`src/rtl/uart_pkg.sv`:
```
// Shared definitions for the APB receive controller: register map, bit positions
// and the capture-FSM state encoding.
package uart_pkg;

    localparam logic [3:0] ADDR_CTRL   = 4'h0;
    localparam logic [3:0] ADDR_STATUS = 4'h4;
    localparam logic [3:0] ADDR_DATA   = 4'h8;
    localparam logic [3:0] ADDR_BAUD   = 4'hC;

    localparam int CTRL_RX_EN  = 0;
    localparam int CTRL_FLUSH  = 1;
    localparam int CTRL_IRQ_EN = 2;

    localparam int ST_NOT_EMPTY = 0;
    localparam int ST_FULL      = 1;
    localparam int ST_OVERFLOW  = 2;
    localparam int ST_COUNT_LSB = 4;

    typedef enum logic [1:0] {
        S_IDLE    = 2'd0,
        S_ARMED   = 2'd1,
        S_CAPTURE = 2'd2
    } cap_state_t;

    // Word index of a byte address; the two low address bits carry no meaning.
    function automatic logic [1:0] reg_index(input logic [3:0] addr);
        return addr[3:2];
    endfunction

endpackage

```
`src/rtl/uart_rx_ctrl_if.sv`:
```
// APB slave bus bundle for the receive controller.
interface uart_rx_ctrl_if;

    logic        psel;
    logic        penable;
    logic        pwrite;
    logic [3:0]  paddr;
    logic [31:0] pwdata;
    logic [31:0] prdata;
    logic        pready;
    logic        pslverr;

    modport master (
        output psel, penable, pwrite, paddr, pwdata,
        input  prdata, pready, pslverr
    );

    modport slave (
        input  psel, penable, pwrite, paddr, pwdata,
        output prdata, pready, pslverr
    );

endinterface

```
`src/rtl/uart_rx_ctrl_fifo.sv`:
```
// Synchronous receive FIFO; pointers wrap naturally, flush overrides push/pop.
module uart_rx_fifo #(
    parameter int FIFO_DEPTH = 4,
    parameter int DATA_W     = 32
) (
    input  logic                        clk,
    input  logic                        rst,
    input  logic                        push,
    input  logic                        pop,
    input  logic                        flush,
    input  logic [DATA_W-1:0]           wdata,
    output logic [DATA_W-1:0]           rdata,
    output logic [$clog2(FIFO_DEPTH):0] count,
    output logic                        full,
    output logic                        empty
);

    localparam int PTR_W = $clog2(FIFO_DEPTH);
    localparam int CNT_W = PTR_W + 1;

    logic [DATA_W-1:0] r_mem [FIFO_DEPTH];
    logic [PTR_W-1:0]  r_wr_ptr;
    logic [PTR_W-1:0]  r_rd_ptr;
    logic [CNT_W-1:0]  r_count;
    logic              w_do_push;
    logic              w_do_pop;

    assign empty = (r_count == '0);
    assign full  = (r_count == CNT_W'(FIFO_DEPTH));
    assign count = r_count;
    assign rdata = r_mem[r_rd_ptr];

    // A pop in the same cycle frees a slot, so a push into a full FIFO still lands.
    assign w_do_pop  = pop & ~empty;
    assign w_do_push = push & (~full | w_do_pop);

    always_ff @(posedge clk or negedge rst) begin
        if (!rst) begin
            r_wr_ptr <= '0;
            r_rd_ptr <= '0;
            r_count  <= '0;
        end else if (flush) begin
            r_wr_ptr <= '0;
            r_rd_ptr <= '0;
            r_count  <= '0;
        end else begin
            if (w_do_push) begin
                r_wr_ptr <= r_wr_ptr + PTR_W'(1);
            end
            if (w_do_pop) begin
                r_rd_ptr <= r_rd_ptr + PTR_W'(1);
            end
            case ({w_do_push, w_do_pop})
                2'b10:   r_count <= r_count + CNT_W'(1);
                2'b01:   r_count <= r_count - CNT_W'(1);
                default: r_count <= r_count;
            endcase
        end
    end

    always_ff @(posedge clk) begin
        if (w_do_push && !flush) begin
            r_mem[r_wr_ptr] <= wdata;
        end
    end

endmodule

```
`src/rtl/uart_rx_ctrl.sv`:
```
// APB-side receive controller: configures the receiver, captures each completed
// word into the receive FIFO and raises a level interrupt while data is pending.
module uart_rx_ctrl
    import uart_pkg::*;
#(
    parameter int FIFO_DEPTH = 4,
    parameter int DATA_W     = 32,
    parameter int BAUD_RST   = 10416
) (
    input  logic              clk,
    input  logic              rst,
    uart_rx_ctrl_if.slave     bus,
    output logic              rx_enable,
    output logic [31:0]       baud_div,
    input  logic              rx_ready,
    input  logic [DATA_W-1:0] rx_data,
    output logic              irq
);

    localparam int CNT_W = $clog2(FIFO_DEPTH) + 1;

    cap_state_t        r_state;
    logic              r_rx_ready_d;
    logic [DATA_W-1:0] r_cap_data;
    logic              r_rx_en;
    logic              r_irq_en;
    logic              r_overflow;
    logic [31:0]       r_baud;
    logic              r_irq;

    logic              w_access;
    logic              w_wr;
    logic              w_rd;
    logic [1:0]        w_idx;
    logic              w_rise;
    logic              w_push;
    logic              w_pop;
    logic              w_flush;
    logic              w_ovf_set;
    logic [DATA_W-1:0] w_fifo_rdata;
    logic [CNT_W-1:0]  w_count;
    logic              w_full;
    logic              w_empty;
    logic [31:0]       w_ctrl;
    logic [31:0]       w_status;
    logic [31:0]       w_prdata;
    logic              w_pslverr;
    logic              w_unused;

    assign w_access = bus.psel & bus.penable;
    assign w_wr     = w_access & bus.pwrite;
    assign w_rd     = w_access & ~bus.pwrite;
    assign w_idx    = reg_index(bus.paddr);
    assign w_unused = ^bus.paddr[1:0];

    assign w_rise    = rx_ready & ~r_rx_ready_d;
    assign w_push    = (r_state == S_CAPTURE);
    assign w_flush   = w_wr & (w_idx == reg_index(ADDR_CTRL)) & bus.pwdata[CTRL_FLUSH];
    assign w_ovf_set = w_push & w_full & ~w_pop;

    uart_rx_fifo #(
        .FIFO_DEPTH (FIFO_DEPTH),
        .DATA_W     (DATA_W)
    ) u_fifo (
        .clk   (clk),
        .rst   (rst),
        .push  (w_push),
        .pop   (w_pop),
        .flush (w_flush),
        .wdata (r_cap_data),
        .rdata (w_fifo_rdata),
        .count (w_count),
        .full  (w_full),
        .empty (w_empty)
    );

    // Capture FSM: one push per rising edge of rx_ready, however long it is held.
    always_ff @(posedge clk or negedge rst) begin
        if (!rst) begin
            r_state      <= S_IDLE;
            r_rx_ready_d <= 1'b0;
        end else begin
            r_rx_ready_d <= rx_ready;
            if (!r_rx_en) begin
                r_state <= S_IDLE;
            end else begin
                case (r_state)
                    S_IDLE:    r_state <= S_ARMED;
                    S_ARMED:   r_state <= w_rise ? S_CAPTURE : S_ARMED;
                    S_CAPTURE: r_state <= S_ARMED;
                    default:   r_state <= S_IDLE;
                endcase
            end
        end
    end

    // rx_data is only valid with rx_ready, so hold it for the CAPTURE cycle.
    always_ff @(posedge clk) begin
        if (w_rise) begin
            r_cap_data <= rx_data;
        end
    end

    always_comb begin
        w_ctrl              = '0;
        w_ctrl[CTRL_RX_EN]  = r_rx_en;
        w_ctrl[CTRL_IRQ_EN] = r_irq_en;
    end

    always_comb begin
        w_status                         = '0;
        w_status[ST_NOT_EMPTY]           = ~w_empty;
        w_status[ST_FULL]                = w_full;
        w_status[ST_OVERFLOW]            = r_overflow;
        w_status[ST_COUNT_LSB +: CNT_W]  = w_count;
    end

    always_comb begin
        w_prdata  = '0;
        w_pslverr = 1'b0;
        w_pop     = 1'b0;
        if (w_rd) begin
            case (w_idx)
                reg_index(ADDR_CTRL):   w_prdata = w_ctrl;
                reg_index(ADDR_STATUS): w_prdata = w_status;
                reg_index(ADDR_DATA): begin
                    if (w_empty) begin
                        w_pslverr = 1'b1;
                    end else begin
                        w_prdata = 32'(w_fifo_rdata);
                        w_pop    = 1'b1;
                    end
                end
                default:                w_prdata = r_baud;
            endcase
        end else if (w_wr && (w_idx == reg_index(ADDR_BAUD)) && r_rx_en) begin
            w_pslverr = 1'b1;
        end
    end

    always_ff @(posedge clk or negedge rst) begin
        if (!rst) begin
            r_rx_en    <= 1'b0;
            r_irq_en   <= 1'b0;
            r_baud     <= 32'(BAUD_RST);
            r_overflow <= 1'b0;
            r_irq      <= 1'b0;
        end else begin
            if (w_wr && (w_idx == reg_index(ADDR_CTRL))) begin
                r_rx_en  <= bus.pwdata[CTRL_RX_EN];
                r_irq_en <= bus.pwdata[CTRL_IRQ_EN];
            end
            if (w_wr && (w_idx == reg_index(ADDR_BAUD)) && !r_rx_en) begin
                r_baud <= bus.pwdata;
            end
            // Flush beats a fresh overflow; a fresh overflow beats a software clear.
            if (w_flush) begin
                r_overflow <= 1'b0;
            end else if (w_ovf_set) begin
                r_overflow <= 1'b1;
            end else if (w_wr && (w_idx == reg_index(ADDR_STATUS)) && bus.pwdata[ST_OVERFLOW]) begin
                r_overflow <= 1'b0;
            end
            r_irq <= r_irq_en & (~w_empty | r_overflow);
        end
    end

    assign bus.prdata  = w_prdata;
    assign bus.pslverr = w_pslverr;
    assign bus.pready  = 1'b1;
    assign rx_enable   = r_rx_en;
    assign baud_div    = r_baud;
    assign irq         = r_irq;

endmodule

```
`src/flat_wrapper.sv`:
```
// flat-port wrapper written by rule: the top's interface ports become plain ports
module uart_rx_ctrl_flat import uart_pkg::*;
#(
    parameter int FIFO_DEPTH = 4,
    parameter int DATA_W     = 32,
    parameter int BAUD_RST   = 10416
)
  (clk, rst, rx_enable, baud_div, rx_ready, rx_data, irq, bus_psel, bus_penable, bus_pwrite, bus_paddr, bus_pwdata, bus_prdata, bus_pready, bus_pslverr);
  uart_rx_ctrl_if bus_i ();
  input  logic clk;
  input  logic rst;
  output logic rx_enable;
  output logic [31:0] baud_div;
  input  logic rx_ready;
  input  logic [DATA_W-1:0] rx_data;
  output logic irq;
  input wire logic [$bits(bus_i.psel)-1:0] bus_psel;
  input wire logic [$bits(bus_i.penable)-1:0] bus_penable;
  input wire logic [$bits(bus_i.pwrite)-1:0] bus_pwrite;
  input wire logic [$bits(bus_i.paddr)-1:0] bus_paddr;
  input wire logic [$bits(bus_i.pwdata)-1:0] bus_pwdata;
  output wire logic [$bits(bus_i.prdata)-1:0] bus_prdata;
  output wire logic [$bits(bus_i.pready)-1:0] bus_pready;
  output wire logic [$bits(bus_i.pslverr)-1:0] bus_pslverr;
  assign bus_i.psel = bus_psel;
  assign bus_i.penable = bus_penable;
  assign bus_i.pwrite = bus_pwrite;
  assign bus_i.paddr = bus_paddr;
  assign bus_i.pwdata = bus_pwdata;
  assign bus_prdata = bus_i.prdata;
  assign bus_pready = bus_i.pready;
  assign bus_pslverr = bus_i.pslverr;
  uart_rx_ctrl #(.FIFO_DEPTH(FIFO_DEPTH), .DATA_W(DATA_W), .BAUD_RST(BAUD_RST)) u_core (.clk(clk), .rst(rst), .bus(bus_i), .rx_enable(rx_enable), .baud_div(baud_div), .rx_ready(rx_ready), .rx_data(rx_data), .irq(irq));
endmodule
```
`config.mk`:
```
export PLATFORM = sky130hd
export DESIGN_NAME = uart_rx_ctrl_flat
export DESIGN_NICKNAME = d
export VERILOG_FILES = /design/src/rtl/uart_pkg.sv /design/src/rtl/uart_rx_ctrl_if.sv /design/src/rtl/uart_rx_ctrl_fifo.sv /design/src/rtl/uart_rx_ctrl.sv /design/src/flat_wrapper.sv
export SDC_FILE = /design/constraint.sdc
export NUM_CORES = 1
export LEC_CHECK = 0
export CAP_MARGIN = 10
export CORE_UTILIZATION = 45
export CTS_BUF_LIST = sky130_fd_sc_hd__clkbuf_8
export DETAILED_ROUTE_END_ITERATION = 10
export DONT_BUFFER_PORTS = 1
export GPL_TIMING_DRIVEN = 0
export PLACE_DENSITY = 0.57
export SYNTH_ARGS = -nofsm -noshare
export SYNTH_HDL_FRONTEND = slang
export SYNTH_SLANG_ARGS = --single-unit
```
`constraint.sdc`:
```
create_clock -name clk -period 3.4 [get_ports clk]
set_clock_uncertainty 0.1 [all_clocks]
set_input_delay 0.34 -clock clk [delete_from_list [all_inputs] [get_ports clk]]
set_output_delay 0.34 -clock clk [all_outputs]
set_load 0.01 [all_outputs]
```
==> results of run 1 <==
[worst min path at each step]
stage / startpoint / end / slack [ns] / depth (start not counted)
floorplan: rst / u_core.baud_div[0] / -0.06 / 0
global placement: rst / u_core.r_state[0] / -0.05 / 0
detailed placement: rst / u_core.r_state[1] / -0.05 / 0
CTS: bus_pwrite / u_core.r_overflow / 0.06 / 3
global route: rx_ready / u_core.r_cap_data[16] / 0.11 / 1
finish: bus_pwrite / u_core.r_overflow / 0.08 / 3
[worst register-to-register path: cells and delay by family (launching register included)]
| kind | cells | cell delay (ns) |
|---|---|---|
| AO/OA/AOI/OAI | 3 | 0.52 |
| adder cells (fa/ha/maj) | 1 | 0.44 |
| buffers and inverters | 1 | 0.38 |
| flip-flops | 1 | 0.51 |
| AND/OR/NAND/NOR | 3 | 0.84 |
[registers in the layout, summed over array words and instances (netlist names)]
| name | flops |
|---|---|
| u_core.u_fifo.r_rd_ptr | 2 |
| u_core.irq | 1 |
| u_core.r_rx_ready_d | 1 |
| u_core.r_overflow | 1 |
| u_core.r_cap_data | 32 |
| u_core.u_fifo.count | 3 |
| u_core.r_state | 2 |
| u_core.u_fifo.r_wr_ptr | 2 |
| u_core.r_irq_en | 1 |
| u_core.baud_div | 32 |
| u_core.rx_enable | 1 |
| u_core.u_fifo.r_mem | 128 |
[timing repair]
item                       in CTS  in global routing
hold endpoints to repair      114                  0
setup endpoints to repair       0                  1
gates resized for setup         0                  1
hold buffers                   68                  0
[report_power, final]
group | total (W) | switching, W | internal, W
clock network | 0.00200 | 0.000950 | 0.00105
logic | 0.00113 | 0.000533 | 0.000594
registers | 0.00318 | 0.000245 | 0.00293
[logic make-up (layout without fill, tap and decap cells)]
family / after synthesis / in the layout
xor+xnor: 3 / 3
compound gates: 52 / 52
simple gates: 56 / 56
flops: 206 / 206
fa+ha+maj: 5 / 5
mux: 70 / 70
other cells: 1 / 1
buf+inv: 27 / 163
[per-layer routing]
metal,vias to the layer above,global-route usage [%],wire (um)
met5,-,0,0
met4,0,7.24,379
met3,34,4.66,1030
met2,163,32.3,8560
met1,2220,23.2,6820
li1,1916,-,-
[placed cells by master (no fill, tap or decap), types with 3 or more instances in the layout]
cell type      synthesis  routed
a21oi_1                7       7
a22o_1                26      26
and2_2                 0       4
buf_12                 0       4
buf_2                 10      10
buf_4                  5       5
clkbuf_1               4       4
clkbuf_8               0      39
clkinv_1               0       6
dfrtp_1               41      41
dfstp_2                5       5
dlygate4sd3_1          0      67
edfxtp_1             160     160
ha_1                   4       4
inv_1                  6      22
mux2_2                34      34
mux4_2                32      32
nand2_1                6       6
nand3_1                5       5
nor2_1                12      12
nor3_1                 7       7
o21ai_0                5       5
o22ai_1                3       3
[cell type report]
| class | instances | area, um2 |
|---|---|---|
| plain buffers | 21 | 111 |
| clock inverters | 24 | 98.8 |
| inverters | 6 | 22.5 |
| multi-input cells | 187 | 1980 |
| repair buffers | 73 | 806 |
| clock buffers | 39 | 537 |
| well taps | 225 | 282 |
| flip-flops and latches | 206 | 5960 |
| fillers | 1386 | 7620 |
[stage by stage]
stage	setup WS (ns)	utilization, %	power (W)	cell area, um2	std cells
6_report	0.502	56.3	0.00630	9800	781
5_1_grt	0.299	56.3	0.00659	9800	781
4_1_cts	0.183	56.2	0.00640	9790	781
3_5_place_dp	0.148	48.6	0.00429	8460	650
3_3_place_gp	-0.408	47.9	0.00425	8340	645
2_1_floorplan	0.956	-	0.00400	8060	420
==> results.ini, run 1 <==
[run_status]
status = finished clean

[logic_synthesis]
yosys.area.top_type = edfxtp_1
yosysMostFrequentCell = edfxtp_1
synthMuxAreaShare_pct = 14.2
synthFlopType = edfxtp_1
synth_common_cells = 160 x edfxtp_1, 41 x dfrtp_1, 34 x mux2_2
synthCells = 420
avgSynthCellArea_um2 = 19.2
synth_top_family_by_area = multiplexers
async_flop_share_pct = 22.3
synth-seq-area-share_pct = 74.0
synth-xor-area-share_pct = 0.326
synth_compound_area_share_pct = 4.84
yosys.area.top_type_share_pct = 59.6
yosys.area_share.simple_pct = 4.04
ys_top_cells_by_area = edfxtp_1 60%, dfrtp_1 13%, mux4_2 8.9%
synthAdderAreaFrac_pct = 0.870
syn_nets = 499
netlist_area_um2 = 8060
synth_cell_type_count = 47
synth_edf_count = 160
synth_warnings = 0
ys_ff_latch = 206

[worst_setup_path]
cpPeakStageDelay_ns = 0.60
r2r_cells = 8
cp_num_cells = 8
r2r_setup_slack_ns = 0.50
crit_family = simple AND/OR/NAND/NOR gates
r2r_end = u_core.u_fifo.count[2]
path_buf_inv = 1
startpoint_type = register
worstPathRequired_ns = 3.70
r2r_start = u_core.u_fifo.count[0]
cp_max_fo = 10
critPathSlowestCell = nor3_4
critPathKind = register to register
crit_start = u_core.u_fifo.count[0]
cp_cell_sequence = nor3_2 > nor3_4 > buf_2 > nand2_1 > fa_1 > a211o_1 > a31oi_1 > a21oi_1
crit_path_end_kind = register
cp_data_arrival_time_ns = 3.20
endpoint = u_core.u_fifo.count[2]

[placement]
io_buffers = 0
place_hpwl_um = 9840
place_congestion = 0.825

[die]
coreArea_um2 = 17400
die_h_um = 136
die_area_um2 = 18400
die_x_um = 136
ioPinCount = 142
rows = 48
initial_utilization_pct = 46.3

[grt]
antenna_found_initial = 0
grt_max_degree = 47
grt_pass1_wl_um = 25200
grt_pass1_vias = 4611
grt-ovfl-total = 0
grt_use_total_pct = 18.9

[sta]
rsz0062_at_grt = false
timing.hold.ws_ns = 0.0833
worstMarginPinSlew_ns = 0.860
hold_viol_final = 0
fin_setup_tns_ns = 0
slew_violations = 0
worst_slew_margin_rel_pct = 42.4
fin_crit_sh_pct = 85.2
setup_viol = 0
fmaxAchievable_ghz = 0.345
post-route-min-period_ns = 2.90

[clock_network]
htree_levels = 2
postCtsSetupBuffers = 0
cts.sinks = 206
tritoncts = yes
root_buffer = clkbuf_8
clkLatencyLatePin_ns = 0.52
clkSlewWorstSetupHoldPaths_ns = 0.06
cts_made_buffers = 35
clockBufferDepth = 3

[routing]
vias_per_cell = 5.55
routed_wl_um = 16800
drtPass1Iterations = 4
drt_iter0_markers = 261
antenna_left = 0
vias = 4333
route.detailed.wl_per_inst_um = 21.5
drc = 0

[power_and_ir_drop]
ir_worst_vdd_mv = 0.403
power_density_nw_per_um2 = 643
p_leak_nw = 3.46

[final_layout]
drive_above_1_share_pct = 25.9
num_antenna_cells = 0
area_growth_pct = 21.6
finalNetCount = 609

[min_path]
hold_path_class = input port to register

[job]
maxCapViolCount = 0

(Power assumes the default switching activity.)
==> inputs of run 2 (changes only) <==
Settings changed: CORE_UTILIZATION 45 to 60, PLACE_DENSITY 0.57 to not set, PLACE_DENSITY_LB_ADDON set to 0.08.
==> run 2 against run 1 <==
  * Sequential power about the same
  * Global-route usage rose by 5.4 points
  * Critical path type unchanged
  * Die area fell by 25%
  * Utilization increased by 18 points
  * Maximum frequency decreased by 6.7%
  * Cell count decreased by 8.1%
  * Hold slack got worse by 0.017 ns
  * Critical endpoint unchanged
  * Clock power is 12% lower
  * Critical path depth unchanged
  * Wire length decreased by 3.1%
  * Flip-flop and latch count unchanged
==> results.ini, run 2 (synthesized netlist as in run 1, its figures left out) <==
[die]
die_area_um2 = 13900
coreArea_um2 = 12900
initial_utilization_pct = 62.6
die_h_um = 118
die_x_um = 118
rows = 41
ioPinCount = 142

[final_layout]
mostFrequentLayoutCells = 160 x edfxtp_1, 67 x dlygate4sd3_1, 41 x dfrtp_1, 34 x mux2_2, 32 x mux4_2
largest_reg_flops = 128
final_cells = 718
regMostFlops = u_core.u_fifo.r_mem
finalNetCount = 601
final_common_cell = edfxtp_1
drive_above_1_share_pct = 25.5
postLayoutCellArea_um2 = 9550
area_growth_pct = 18.5
num_antenna_cells = 0
final_core_util_pct = 74.1
multi_input_area_um2 = 1970
ff_latch_area_um2 = 5960
num-fill-cells = 791

[clock_network]
clkSlewWorstSetupHoldPaths_ns = 0.06
clockBufferDepth = 3
htree_levels = 1
cts_resized = 0
cts.sinks = 206
clkLatencyLatePin_ns = 0.56
root_buffer = clkbuf_8
tritoncts = yes
cts_made_buffers = 31

[routing]
drc = 0
drt_iter0_markers = 292
drtPass1Iterations = 5
route.detailed.wl_per_inst_um = 22.7
routed_wl_um = 16300
vias = 4253
vias_per_cell = 5.92
antenna_left = 0

[power_and_ir_drop]
ir_worst_vdd_mv = 0.613
power_density_nw_per_um2 = 634
power_w = 0.00605
p_leak_nw = 3.37

[sta]
worstMarginPinSlew_ns = 0.979
fin_crit_sh_pct = 91.4
fmaxAchievable_ghz = 0.322
post-route-min-period_ns = 3.11
hold_viol_final = 0
rsz0062_at_grt = false
worst_slew_margin_rel_pct = 34.4
slew_violations = 0
setup_viol = 0

[worst_setup_path]
cp_cell_sequence = nor3_2 > nor3_2 > buf_2 > nand2_1 > fa_1 > a211o_1 > a31oi_1 > a21oi_1
startpoint_type = register
path_buf_inv = 1
cpPeakStageDelay_ns = 0.79
cp_data_arrival_time_ns = 3.44
critPathKind = register to register
crit_path_end_kind = register
critPathSlowestCell = nor3_2
cpMostUsedCell = nor3_2
cp_max_fo = 10
worstPathRequired_ns = 3.73
crit_family = simple AND/OR/NAND/NOR gates

[grt]
grt_use_total_pct = 24.3
grt_pass1_vias = 4691
grt-ovfl-total = 0
grt_max_degree = 47
antenna_found_initial = 0
grt_pass1_wl_um = 25500

[placement]
place_hpwl_um = 9420
numPlacedInstances = 593
io_buffers = 0
postPlaceCellArea_um2 = 8310
place_congestion = 0.823

[min_path]
hold_path_class = input port to register

[job]
maxCapViolCount = 0

[run_status]
status = finished clean

## run 2: what timing repair did
action	in CTS	in global routing
hold buffers	68	0
setup buffers	0	0
hold endpoints to repair	115	0
## run 2: worst reg2reg max path: stages, from the launching register on
cell and delay [ns]:
dfrtp_1 0.47, nor3_2 0.12, nor3_2 0.79, buf_2 0.42, nand2_1 0.11, fa_1 0.44
a211o_1 0.27, a31oi_1 0.17, a21oi_1 0.08
## run 2: area by class of cell
| type | count | area share [%] |
|---|---|---|
| sequential | 206 | 62.5 |
| multi-input combinational | 187 | 20.7 |
| timing repair buffer | 69 | 7.52 |
| clock buffer | 31 | 4.47 |
| tap | 172 | 2.25 |
| clock inverter | 26 | 1.21 |
| buffer | 21 | 1.17 |
| inverter | 6 | 0.236 |
## run 2: final timing paths
path	cells past startpoint	slack [ns]	endpoint	start
min reg2reg	1	0.37	u_core.r_state[1]	u_core.r_state[1]
max	8	0.29	u_core.u_fifo.count[2]	u_core.u_fifo.count[1]
min in group asynchronous	2	0.21	u_core.baud_div[6]	rst
max reg2reg	8	0.29	u_core.u_fifo.count[2]	u_core.u_fifo.count[1]
min	3	0.07	u_core.r_overflow	bus_pwrite
max in group asynchronous	2	2.68	u_core.baud_div[13]	rst
## run 2: power by group
part	switching, W	internal (W)
clock network	0.000906	0.000856
registers	0.000243	0.00293
logic	0.000524	0.000589
total	0.00167	0.00437
## run 2: layer usage
| metal | global-route usage, % | wire [um] |
|---|---|---|
| met5 | 0 | 0 |
| met4 | 7.29 | 272 |
| met3 | 5.72 | 1040 |
| met2 | 41.7 | 8370 |
| met1 | 31.0 | 6580 |
## run 2: through the flow
stage               hold WS (ns)  setup WS [ns]  setup TNS [ns]
floorplan                -0.0556          0.956               0
global placement         -0.0546         -0.210           -4.94
detailed placement       -0.0546          0.213               0
CTS                       0.0370          0.289               0
global route              0.0868         0.0768               0
finish                    0.0667          0.293               0
